$ cat config.mk
export PLATFORM = sky130hd
export DESIGN_NAME = vending_controller
export DESIGN_NICKNAME = d
export VERILOG_FILES = /design/src/rtl/vending_controller.sv
export SDC_FILE = /design/constraint.sdc
export NUM_CORES = 1
export LEC_CHECK = 0
export BUFFER_PORTS_ARGS = -buffer_cell sky130_fd_sc_hd__buf_2
export CAP_MARGIN = 20
export CORE_ASPECT_RATIO = 1.5
export CORE_MARGIN = 2
export CORE_UTILIZATION = 58
export DETAILED_ROUTE_END_ITERATION = 8
export GPL_ROUTABILITY_DRIVEN = 0
export PLACE_DENSITY = 0.9
export SYNTH_ARGS = -nofsm -noshare
export SYNTH_HDL_FRONTEND = slang
export SYNTH_SLANG_ARGS = --single-unit
export TNS_END_PERCENT = 5
$ cat constraint.sdc
create_clock -name clock -period 3.76 [get_ports clock]
set_input_delay 0.188 -clock clock [delete_from_list [all_inputs] [get_ports clock]]
set_output_delay 0.188 -clock clock [all_outputs]
set_load 0.01 [all_outputs]
$ cat src/rtl/vending_controller.sv
// Coin-operated vending controller: credits 5/10 coins, vends one-hot selected items
// against a per-item stock count, and pays change back as a stream of 5-value coins.
module vending_controller #(
  parameter int                            NUM_ITEMS  = 4,
  parameter int                            CREDIT_W   = 6,
  parameter logic [NUM_ITEMS*CREDIT_W-1:0] PRICE_LIST = {6'd9, 6'd7, 6'd5, 6'd3},
  parameter int                            STOCK_W    = 4,
  parameter int                            STOCK_INIT = 10
) (
  input  logic                 clock,
  input  logic                 reset,
  input  logic                 five_in,
  input  logic                 ten_in,
  input  logic [NUM_ITEMS-1:0] item_sel,
  input  logic                 cancel,
  input  logic                 restock,
  output logic                 dispense,
  output logic [NUM_ITEMS-1:0] dispensed_item,
  output logic                 five_out,
  output logic                 coin_reject,
  output logic                 busy,
  output logic [NUM_ITEMS-1:0] sold_out,
  output logic [CREDIT_W-1:0]  credit
);

  localparam int IDX_W = (NUM_ITEMS > 1) ? $clog2(NUM_ITEMS) : 1;

  typedef enum logic [1:0] {
    S_IDLE   = 2'd0,
    S_ACCUM  = 2'd1,
    S_VEND   = 2'd2,
    S_CHANGE = 2'd3
  } state_e;

  function automatic logic [CREDIT_W-1:0] price_of(input logic [IDX_W-1:0] idx);
    price_of = PRICE_LIST[int'(idx)*CREDIT_W +: CREDIT_W];
  endfunction

  function automatic logic is_onehot(input logic [NUM_ITEMS-1:0] v);
    is_onehot = (v != '0) && ((v & (v - NUM_ITEMS'(1))) == '0);
  endfunction

  state_e               state_q, state_d;
  logic [CREDIT_W-1:0]  credit_q, credit_d;
  logic [STOCK_W-1:0]   stock_q [NUM_ITEMS];
  logic [STOCK_W-1:0]   stock_d [NUM_ITEMS];
  logic                 reject_d;

  logic                 dispense_q;
  logic [NUM_ITEMS-1:0] dispensed_q;
  logic                 five_q;
  logic                 reject_q;
  logic                 busy_q;
  logic [NUM_ITEMS-1:0] sold_out_q;

  logic                 coin_any_s;
  logic [CREDIT_W:0]    coin_sum_s;
  logic                 sat_s;
  logic [IDX_W-1:0]     sel_idx_s;
  logic                 sel_ok_s;

  // The coin code {ten,five} is already the credit increment: 1, 2 or 3.
  assign coin_any_s = five_in | ten_in;
  assign coin_sum_s = {1'b0, credit_q} + {{(CREDIT_W-1){1'b0}}, ten_in, five_in};
  assign sat_s      = coin_sum_s[CREDIT_W];

  // Encode the requested item index (meaningful only when item_sel is one-hot).
  always_comb begin
    sel_idx_s = '0;
    for (int i = 0; i < NUM_ITEMS; i++) begin
      if (item_sel[i]) begin
        sel_idx_s = IDX_W'(i);
      end else begin
        sel_idx_s = sel_idx_s;
      end
    end
  end

  assign sel_ok_s = is_onehot(item_sel)
                 && (credit_q >= price_of(sel_idx_s))
                 && (stock_q[sel_idx_s] != '0);

  // Next-state, credit and stock update.
  always_comb begin
    state_d  = state_q;
    credit_d = credit_q;
    stock_d  = stock_q;
    reject_d = 1'b0;
    case (state_q)
      S_IDLE: begin
        if (coin_any_s) begin
          if (sat_s) begin
            reject_d = 1'b1;
          end else begin
            credit_d = coin_sum_s[CREDIT_W-1:0];
            state_d  = (coin_sum_s != '0) ? S_ACCUM : S_IDLE;
          end
        end else begin
          state_d = S_IDLE;
        end
        if (restock) begin
          for (int i = 0; i < NUM_ITEMS; i++) begin
            stock_d[i] = STOCK_W'(STOCK_INIT);
          end
        end else begin
          stock_d = stock_q;
        end
      end
      S_ACCUM: begin
        // A coin in the same cycle masks both cancel and selection.
        if (coin_any_s) begin
          if (sat_s) begin
            reject_d = 1'b1;
          end else begin
            credit_d = coin_sum_s[CREDIT_W-1:0];
          end
        end else if (cancel) begin
          state_d = S_CHANGE;
        end else if (sel_ok_s) begin
          credit_d           = credit_q - price_of(sel_idx_s);
          stock_d[sel_idx_s] = stock_q[sel_idx_s] - STOCK_W'(1);
          state_d            = S_VEND;
        end else begin
          state_d = S_ACCUM;
        end
      end
      S_VEND: begin
        reject_d = coin_any_s;
        state_d  = (credit_q != '0) ? S_CHANGE : S_IDLE;
      end
      S_CHANGE: begin
        reject_d = coin_any_s;
        credit_d = credit_q - CREDIT_W'(1);
        state_d  = (credit_q == CREDIT_W'(1)) ? S_IDLE : S_CHANGE;
      end
      default: begin
        state_d  = S_IDLE;
        credit_d = '0;
      end
    endcase
  end

  // State, stock and registered Moore outputs.
  always_ff @(posedge clock) begin
    if (reset) begin
      state_q     <= S_IDLE;
      credit_q    <= '0;
      for (int i = 0; i < NUM_ITEMS; i++) begin
        stock_q[i] <= STOCK_W'(STOCK_INIT);
      end
      dispense_q  <= 1'b0;
      dispensed_q <= '0;
      five_q      <= 1'b0;
      reject_q    <= 1'b0;
      busy_q      <= 1'b0;
      sold_out_q  <= {NUM_ITEMS{(STOCK_INIT == 0)}};
    end else begin
      state_q     <= state_d;
      credit_q    <= credit_d;
      stock_q     <= stock_d;
      dispense_q  <= (state_d == S_VEND);
      dispensed_q <= (state_d == S_VEND) ? item_sel : '0;
      five_q      <= (state_d == S_CHANGE);
      reject_q    <= reject_d;
      busy_q      <= (state_d == S_VEND) || (state_d == S_CHANGE);
      for (int i = 0; i < NUM_ITEMS; i++) begin
        sold_out_q[i] <= (stock_d[i] == '0);
      end
    end
  end

  assign dispense       = dispense_q;
  assign dispensed_item = dispensed_q;
  assign five_out       = five_q;
  assign coin_reject    = reject_q;
  assign busy           = busy_q;
  assign sold_out       = sold_out_q;
  assign credit         = credit_q;

endmodule

==> out/qor.csv, run 1 <==
metric,value,unit
status,"finished, final reports clean",
hp-class,primary input to flip-flop,
wl,6.61,mm
cts.path.max_buffers,2,
fmax,0.330,GHz
reg2regPathDepth,9,
synth-main-ff-cell,dfxtp_1,
die_h,83.5,um
whs_path_depth,2,
cts_setup_buffers,0,
synth_edf_count,0,
pre_cts_slack,0.619,ns
multi_input_comb_area,1610,um2
cts_repair_resize_count,0,
ir_worst_vdd,0.309,mV
worstReg2RegEnd,sold_out[0],
p_sw_share,36.6,%
grt_pass1_wl,11.1,mm
synthXorXnorAreaFrac,1.79,%
wl_per_cell,18.5,um
layout.cells.non_filler,358,
rows,28,
crit_arrival,3.22,ns
tns,0,ns
fin_ws,0.733,ns
critPathCaptureType,flip-flop,
clkTransAtPathRegs,0.08,ns
layout_min_cycle_time,3.03,ns
htree_levels,2,
combPwrFrac,33.1,%
ys_seq_area_share,29.5,%
synth-warning-count,0,
power.leakage,1.08,nW
synth_area_leaders,"dfxtp_1 30%, ha_1 7.2%, nor2_1 5.5%",
fill_cells,341,
synth_mux_area_share,3.84,%
yosysTopAreaCellShare,29.5,%
synth_compound_area_share,24.7,%
pwr-share-seq,37.4,%
total_power,1.18,mW
r2r_start,credit[1],
final_cell_area,2690,um2
layout_common_cells,"36 x nor2_1, 36 x dfxtp_1, 27 x buf_2",
nNetsFinal,338,
diodes,0,
rrSetupSlack,0.73,ns
boundaryPins,28,
firstDrtPassIters,5,
dp.cells,350,
grt_usage,29.5,%
p_clk_share,29.5,%
hold_viol,0,
synthToLayoutAreaGrowth,10.3,%
clk_latency,0.30,ns
root_buffer,clkbuf_8,
ctsHoldBuffers,0,
slew_violations,0,
cp_data_required_time,3.95,ns
post_dp_cell_area,2580,um2
synth-seq-cells,36,
cts_sinks,36,
holdWs,0.162,ns
path_class,flip-flop to flip-flop,
drv_cap,0,
synth_top_family_by_area,simple AND/OR/NAND/NOR gates,
register_area,721,um2
fp.dieArea,4750,um2
antenna_found_initial,0,
ant_nets,0,
grt_pass1_vias,2368,
max_slew.worst_pin.slew,0.706,ns
rsz0062_at_grt,no,
synthArstFlopShare,0,%
cts_tree,done,
yosys.area_share.adder,8.82,%
crit_fanout,6,
p_int,752,uW
die_w,57.0,um
yosys.area_share.simple,26.8,%
p_per_area,440,nW/um2
min_to,dispensed_item[0],
synthesis.nets,316,
finClkSkew,0.00461,ns
gr-total-overflow,0,
switching_power,433,uW
relSlewSlack,52.9,%
vias_per_cell,6.76,
fin_crit_sh,80.5,%
drive_above_1_share,16.0,%
dp_hpwl,4.93,mm
finalSetupViolations,0,
remaining_drc_errors,0,
utilization,67.4,%
yosysTopAreaCell,dfxtp_1,
syn_inst,290,
start_kind,flip-flop,
drt_iter0_markers,154,
avgSynthCellArea,8.42,um2
start_util,61.1,%
numCtsBuffers,5,
coreArea,3990,um2
synth.distinct_cells,63,
vias,2420,
grt_start_max_net_pins,31,
port_buffers,27,
syn-cell-area,2440,um2
min-delay-start,item_sel[0],
[registers in the layout (all words and copies together), names as in the netlist]
name / flops
busy: 1
coin_reject: 1
credit: 6
dispense: 1
dispensed_item: 4
five_out: 1
sold_out: 4
state_q: 2
stock_q: 16
[cells by family after synthesis]
kind of cell               Yosys count
and+or+nand+nor                    120
AOI/OAI and AO/OA                   78
DFF                                 36
buffers and inverters               27
adders and majority gates           16
muxes                                8
xor gates and xnor gates             5
[area by class of cell]
type                       instances  area share [%]
tap                               45            2.09
inverter                          15            2.19
multi-input combinational        227            59.8
timing repair buffer              27            5.02
clock inverter                     3            1.58
clock buffer                       5            2.56
sequential                        36            26.8
[critical path, cell delays in order, from the launching register on]
cell,delay [ns]
dfxtp_1,0.47
inv_1,0.15
fa_1,0.45
nand2b_1,0.17
a21oi_1,0.36
o41a_1,0.27
nand4_1,0.30
a21oi_1,0.40
o22ai_1,0.16
nor3b_2,0.18
[worst max path at each step]
| stage | from | to | slack (ns) | cells after the start |
|---|---|---|---|---|
| global route | credit[1] | sold_out[0] | 0.52 | 9 |
| floorplan | item_sel[3] | sold_out[3] | 0.98 | 11 |
| CTS | credit[1] | sold_out[0] | 0.80 | 9 |
| global placement | item_sel[1] | sold_out[3] | 0.70 | 11 |
| detailed placement | item_sel[1] | sold_out[3] | 0.62 | 11 |
| finish | credit[1] | sold_out[0] | 0.73 | 9 |
[cells in the mapped netlist, types with 3 or more instances]
cell / instances
dfxtp_1: 36
nor2_1: 36
ha_1: 14
inv_1: 14
nand2_1: 13
clkbuf_1: 11
a21oi_1: 10
nand2b_1: 9
nand3_1: 9
nor2b_1: 9
o21ai_0: 7
and2_1: 6
mux2i_1: 6
and3_1: 5
nor3_1: 5
o22ai_1: 5
or3_1: 5
a211oi_1: 4
a21o_1: 4
a22oi_1: 4
a31oi_1: 4
a221o_1: 3
nand3b_1: 3
nand4_1: 3
nor3b_1: 3
nor3b_2: 3
o211ai_1: 3
o21ai_1: 3
o32a_1: 3
o41a_1: 3
xor2_1: 3
[power by group through the flow]
stage / clock network, mW / logic (mW) / registers (mW)
2_1_floorplan: 0 / 0.298 / 0.432
3_3_place_gp: 0 / 0.370 / 0.449
3_5_place_dp: 0 / 0.378 / 0.450
4_1_cts: 0.351 / 0.384 / 0.441
5_1_grt: 0.366 / 0.433 / 0.448
6_report: 0.349 / 0.393 / 0.443
[routing by layer]
metal / vias to the layer above / wire length, um / track usage (%)
met3: 37 / 371 / 5.12
met1: 1145 / 2390 / 32.2
met4: 0 / 439 / 20.3
met5: - / 0 / 0
met2: 122 / 3410 / 49.9
li1: 1116 / - / -
Power figures use the tool's default switching activity.
==> run 2, diff against run 1 <==
ABC_AREA = 1   (was not set)
CORE_UTILIZATION = 53   (was 58)
PLACE_DENSITY = 0.87   (was 0.9)
clock period = 2.7 ns   (was 3.76 ns; I/O delays follow)
==> out/qor.csv, run 2 <==
metric,value,unit,change
status,"finished, final reports clean",,
pre_cts_slack,0.199,ns,-0.421 ns
synth_edf_count,0,,unchanged
hp-class,primary input to flip-flop,,
drv_cap,0,,unchanged
cp_data_required_time,2.94,ns,-1.01 ns
ys_seq_area_share,27.1,%,-2.4 points
fp.dieArea,5620,um2,+18%
start_util,54.9,%,-6.2 points
fill_cells,453,,+33%
holdWs,0.127,ns,-0.0344 ns
rrSetupSlack,0.30,ns,-0.43 ns
firstDrtPassIters,5,,unchanged
max_slew.worst_pin.slew,0.715,ns,+0.00899 ns
grt_pass1_vias,2598,,+9.7%
hold_viol,0,,unchanged
synthToLayoutAreaGrowth,11.8,%,
tns,0,ns,unchanged
largest_reg_flops,16,,unchanged
cts_tree,done,,
cts_setup_buffers,0,,unchanged
gr-total-overflow,0,,unchanged
htree_levels,2,,unchanged
synth_common_cells,"117 x nand2_1, 55 x inv_1, 45 x nor2_1",,
top_register,stock_q,,
vias_per_cell,5.36,,-21%
synth-warning-count,0,,unchanged
power.leakage,1.61,nW,+49%
wl,6.87,mm,+3.9%
avgSynthCellArea,6.44,um2,-23%
ctsHoldBuffers,0,,unchanged
p_per_area,666,nW/um2,+51%
grt_usage,26.6,%,-2.8 points
grt_pass1_wl,11.4,mm,+2.5%
slew_violations,0,,unchanged
yosysTopAreaCell,dfxtp_1,,
ir_worst_vdd,0.460,mV,+49%
ant_nets,0,,unchanged
synth-main-ff-cell,dfxtp_1,,
finalSetupViolations,0,,unchanged
drt_iter0_markers,194,,+26%
layout_common_cells,"117 x nand2_1, 55 x inv_1, 45 x nor2_1",,
grt_start_max_net_pins,22,,-29%
path_class,flip-flop to flip-flop,,
rows,31,,+11%
die_w,61.9,um,+8.6%
synthesis.nets,439,,+39%
reg2regPathDepth,12,,+3
syn_inst,413,,+42%
relSlewSlack,52.3,%,-0.55 points
finClkSkew,0.0114,ns,+0.00678 ns
remaining_drc_errors,0,,unchanged
crit_fanout,8,,+2
synthArstFlopShare,0,%,unchanged
drive_above_1_share,18.4,%,+2.4 points
boundaryPins,28,,unchanged
clkTransAtPathRegs,0.08,ns,about the same
synth_most_common_cell,nand2_1,,
numCtsBuffers,5,,unchanged
fmax,0.417,GHz,+26%
cts_sinks,36,,unchanged
wl_per_cell,13.4,um,-27%
dp.cells,504,,+44%
port_buffers,27,,unchanged
syn-cell-area,2660,um2,+9.0%
r2r_start,credit[1],,
antenna_found_initial,0,,unchanged
synth_area_leaders,"dfxtp_1 27%, nand2_1 17%, inv_1 7.8%",,
layout.cells.non_filler,512,,+43%
nNetsFinal,471,,+39%
crit_arrival,2.64,ns,-0.58 ns
clk_latency,0.30,ns,about the same
layout_min_cycle_time,2.40,ns,-0.629 ns
final_cell_area,2980,um2,+11%
vias,2742,,+13%
root_buffer,clkbuf_8,,
die_h,90.8,um,+8.8%
worstReg2RegEnd,sold_out[2],,
cts_repair_resize_count,0,,unchanged
cp-endpoint,sold_out[2],,
fin_ws,0.302,ns,-0.431 ns
rsz0062_at_grt,no,,
start_kind,flip-flop,,
critPathCaptureType,flip-flop,,
crit_path_start,credit[1],,
synth.distinct_cells,37,,-41%
fin_crit_sh,88.8,%,+8.3 points
cts.path.max_buffers,2,,unchanged
diodes,0,,unchanged
yosysTopAreaCellShare,27.1,%,-2.4 points
dp_hpwl,5.26,mm,+6.8%
coreArea,4850,um2,+21%
post_dp_cell_area,2870,um2,+11%
final_common_cell,nand2_1,,
synth-seq-cells,36,,unchanged
==> run 2: changes by cell type after synthesis, sizes merged, moves of 10 or more <==
| cell | previous run | this run |
|---|---|---|
| clkbuf | 11 | 1 |
| inv | 15 | 66 |
| nand2 | 14 | 127 |
| nand3 | 9 | 35 |
| nand4 | 3 | 18 |
| nor2 | 36 | 50 |
==> run 2: routing by layer <==
layer	vias up	track usage [%]	part of all wire, %
li1	1379	-	-
met1	1217	30.5	39
met2	107	44.1	51
met3	39	3.44	4.6
met4	0	16.5	5.8
met5	-	0	0
==> run 2: worst min path at each step <==
stage,start,end,slack [ns],cells past startpoint
floorplan,item_sel[1],dispensed_item[1],0.27,2
global placement,item_sel[0],dispensed_item[0],0.44,3
detailed placement,item_sel[0],dispensed_item[0],0.44,3
CTS,item_sel[0],dispensed_item[0],0.13,3
global route,item_sel[0],dispensed_item[0],0.14,3
finish,item_sel[0],dispensed_item[0],0.13,3
==> run 2: where the power goes <==
group          switching, mW  internal [mW]  total, mW
combinational          0.557          0.297      0.854
sequential            0.0636          0.583      0.646
clock                  0.208          0.274      0.482
==> run 2: critical path, cell delays in order (launching register included) <==
cell and delay, ns:
dfxtp_1 0.48, inv_1 0.17, fa_1 0.46, o21ai_1 0.22, nor2_1 0.10, nor2_4 0.13, buf_4 0.18, nand3_2 0.14
nand2_1 0.12, nand3_1 0.08, nand2_1 0.11, nand2_1 0.05, nor2_1 0.10
==> run 2: final cells by class <==
cell class / instances / area [um2] / area share (%)
Multi-Input combinational cell: 302 / 1630 / 54.8
Sequential cell: 36 / 721 / 24.2
Inverter: 67 / 254 / 8.54
Timing Repair Buffer: 33 / 180 / 6.06
Tap cell: 66 / 82.6 / 2.78
Clock buffer: 6 / 72.6 / 2.44
Clock inverter: 2 / 35.0 / 1.18
==> run 2: kinds of logic after synthesis <==
family	after synthesis	synth area share (%)
xor+xnor	3	0.987
fa+ha+maj	16	8.09
simple gates	238	42.4
buf+inv	75	11.7
flops	36	27.1
compound gates	45	9.78
==> run 2: stage by stage <==
stage | total power [mW] | util [%]
final | 1.98 | 61.4
after global routing | 2.11 | 61.4
after CTS | 1.97 | 61.4
after detailed placement | 1.49 | 59.1
after global placement | 1.47 | 59.1
after floorplan | 1.29 | -
==> run 3, diff against run 2 <==
--- a/config.mk
+++ b/config.mk
@@ -11,3 +11,3 @@
 export CORE_ASPECT_RATIO = 1.5
-export CORE_MARGIN = 2
+export CORE_MARGIN = 4
 export CORE_UTILIZATION = 53
--- a/constraint.sdc
+++ b/constraint.sdc
@@ -3,2 +3,2 @@
 set_output_delay 0.135 -clock clock [all_outputs]
-set_load 0.01 [all_outputs]
+set_load 0.02 [all_outputs]
==> out/qor.csv, run 3 (same netlist as run 2, synthesis figures left out) <==
metric,value,unit,change
multi_input_comb_area,1630,um2,unchanged
synthToLayoutAreaGrowth,11.5,%,
critPathCaptureType,flip-flop,,
clkTransAtPathRegs,0.07,ns,about the same
drt_iter0_markers,253,,+30%
final_common_cell,nand2_1,,
drv_cap,0,,unchanged
fin_ws,0.320,ns,+0.0175 ns
grt_pass1_wl,11.2,mm,-1.8%
nNetsFinal,470,,-0.21%
wl_met2,3.56,mm,+1.6%
crit_fanout,9,,+1
ir_worst_vdd,0.460,mV,-0.11%
register_area,721,um2,unchanged
root_buffer,clkbuf_8,,
cp_num_buf_inv,2,,unchanged
antenna_found_initial,0,,unchanged
power.leakage,1.61,nW,-0.33%
status,"finished, final reports clean",,
fmax,0.420,GHz,+0.74%
worstPathCellList,inv_1 > fa_1 > o21ai_1 > nor2_1 > nor2_4 > buf_4 > nand2_2 > nand3_2 > nand3_4 > o21ai_0 > nor2_1,,
vias,2808,,+2.4%
finClkSkew,0.00377,ns,-0.00761 ns
min-delay-start,item_sel[0],,
ant_nets,0,,unchanged
crit_top_cell,nor2_1,,
numCtsBuffers,5,,unchanged
cts_sinks,36,,unchanged
cts.path.max_buffers,2,,unchanged
start_util,54.9,%,unchanged
slew_violations,0,,unchanged
wl_met1,2.72,mm,+2.5%
finalSetupViolations,0,,unchanged
layout_min_cycle_time,2.38,ns,-0.0175 ns
cts_repair_resize_count,0,,unchanged
p_per_area,678,nW/um2,+1.7%
hold_viol,0,,unchanged
rows,31,,unchanged
rsz0062_at_grt,no,,
htree_levels,2,,unchanged
fin_crit_sh,88.2,%,-0.65 points
start_kind,flip-flop,,
relSlewSlack,53.9,%,+1.6 points
reg2regPathDepth,11,,-1
drive_above_1_share,18.2,%,-0.18 points
diodes,0,,unchanged
met3_wirelength,308,um,-1.6%
min_to,dispensed_item[0],,
layout_common_cells,"117 x nand2_1, 55 x inv_1, 45 x nor2_1",,
top_register,stock_q,,
boundaryPins,28,,unchanged
crit_arrival,2.57,ns,-0.07 ns
coreArea,4850,um2,unchanged
wl,6.99,mm,+1.7%
wl_per_cell,13.7,um,+1.9%
critical-path-top-delay-family,simple AND/OR/NAND/NOR gates,,
rrSetupSlack,0.32,ns,+0.02 ns
cts_tree,done,,
vias_per_cell,5.50,,+2.6%
clk_latency,0.29,ns,about the same
path_class,flip-flop to flip-flop,,
fp.dieArea,6240,um2,+11%
grt_pass1_vias,2629,,+1.2%
r2r_start,credit[0],,
routed.top_layer,met4,,
grt_usage,23.1,%,-3.5 points
largest_reg_flops,16,,unchanged
fill_cells,477,,+5.3%
cp_data_required_time,2.89,ns,-0.05 ns
max_slew.worst_pin.slew,0.690,ns,-0.0246 ns
port_buffers,27,,unchanged
grt_start_max_net_pins,22,,unchanged
whs_path_depth,3,,unchanged
cp_slowest_cell,fa_1,,
pre_cts_slack,0.163,ns,-0.0354 ns
utilization,61.2,%,-0.15 points
hp-class,primary input to flip-flop,,
firstDrtPassIters,6,,+1
ctsHoldBuffers,0,,unchanged
remaining_drc_errors,0,,unchanged
dp_hpwl,5.31,mm,+0.83%
cts_setup_buffers,0,,unchanged
worstReg2RegEnd,credit[4],,
tns,0,ns,unchanged
die_h,94.8,um,+4.4%
die_w,65.9,um,+6.5%
cpPeakStageDelay,0.48,ns,about the same
gr-total-overflow,0,,unchanged
==> run 3: per-layer routing <==
metal	track usage, %	vias up
met5	0	-
met4	15.7	0
met3	3.81	34
met2	42.3	112
met1	23.3	1281
li1	-	1381
==> run 3: tightest hold or removal path, stage by stage <==
cell and delay (ns):
buf_2 0.12, inv_1 0.09, nor3_2 0.06
==> run 3: cell type report <==
| type | count | area share [%] |
|---|---|---|
| clock buffers | 6 | 2.45 |
| clock inverters | 2 | 1.18 |
| inverters | 67 | 8.56 |
| multi-input cells | 302 | 54.9 |
| flip-flops and latches | 36 | 24.3 |
| well taps | 66 | 2.78 |
| repair buffers | 32 | 5.82 |
==> run 3: worst max-delay path by stage <==
stage,cells after the start,startpoint,slack [ns],to
2_1_floorplan,10,credit[0],0.43,state_q[0]
3_3_place_gp,16,item_sel[3],0.26,credit[4]
3_5_place_dp,16,item_sel[3],0.16,credit[4]
4_1_cts,11,credit[0],0.36,credit[4]
5_1_grt,11,credit[0],0.12,credit[4]
6_report,11,credit[0],0.32,credit[4]
==> run 3: report_power, final <==
part / total, mW / switching [mW] / internal (mW)
registers: 0.638 / 0.0554 / 0.583
logic: 0.898 / 0.597 / 0.302
clock network: 0.475 / 0.201 / 0.274
==> run 3: stage by stage <==
stage	total power, mW	hold WS, ns	cell area (um2)	cells
2_1_floorplan	1.31	0.270	2660	413
3_3_place_gp	1.51	0.452	2860	503
3_5_place_dp	1.53	0.451	2860	503
4_1_cts	2.00	0.147	2970	511
5_1_grt	2.14	0.162	2970	511
6_report	2.01	0.153	2970	511
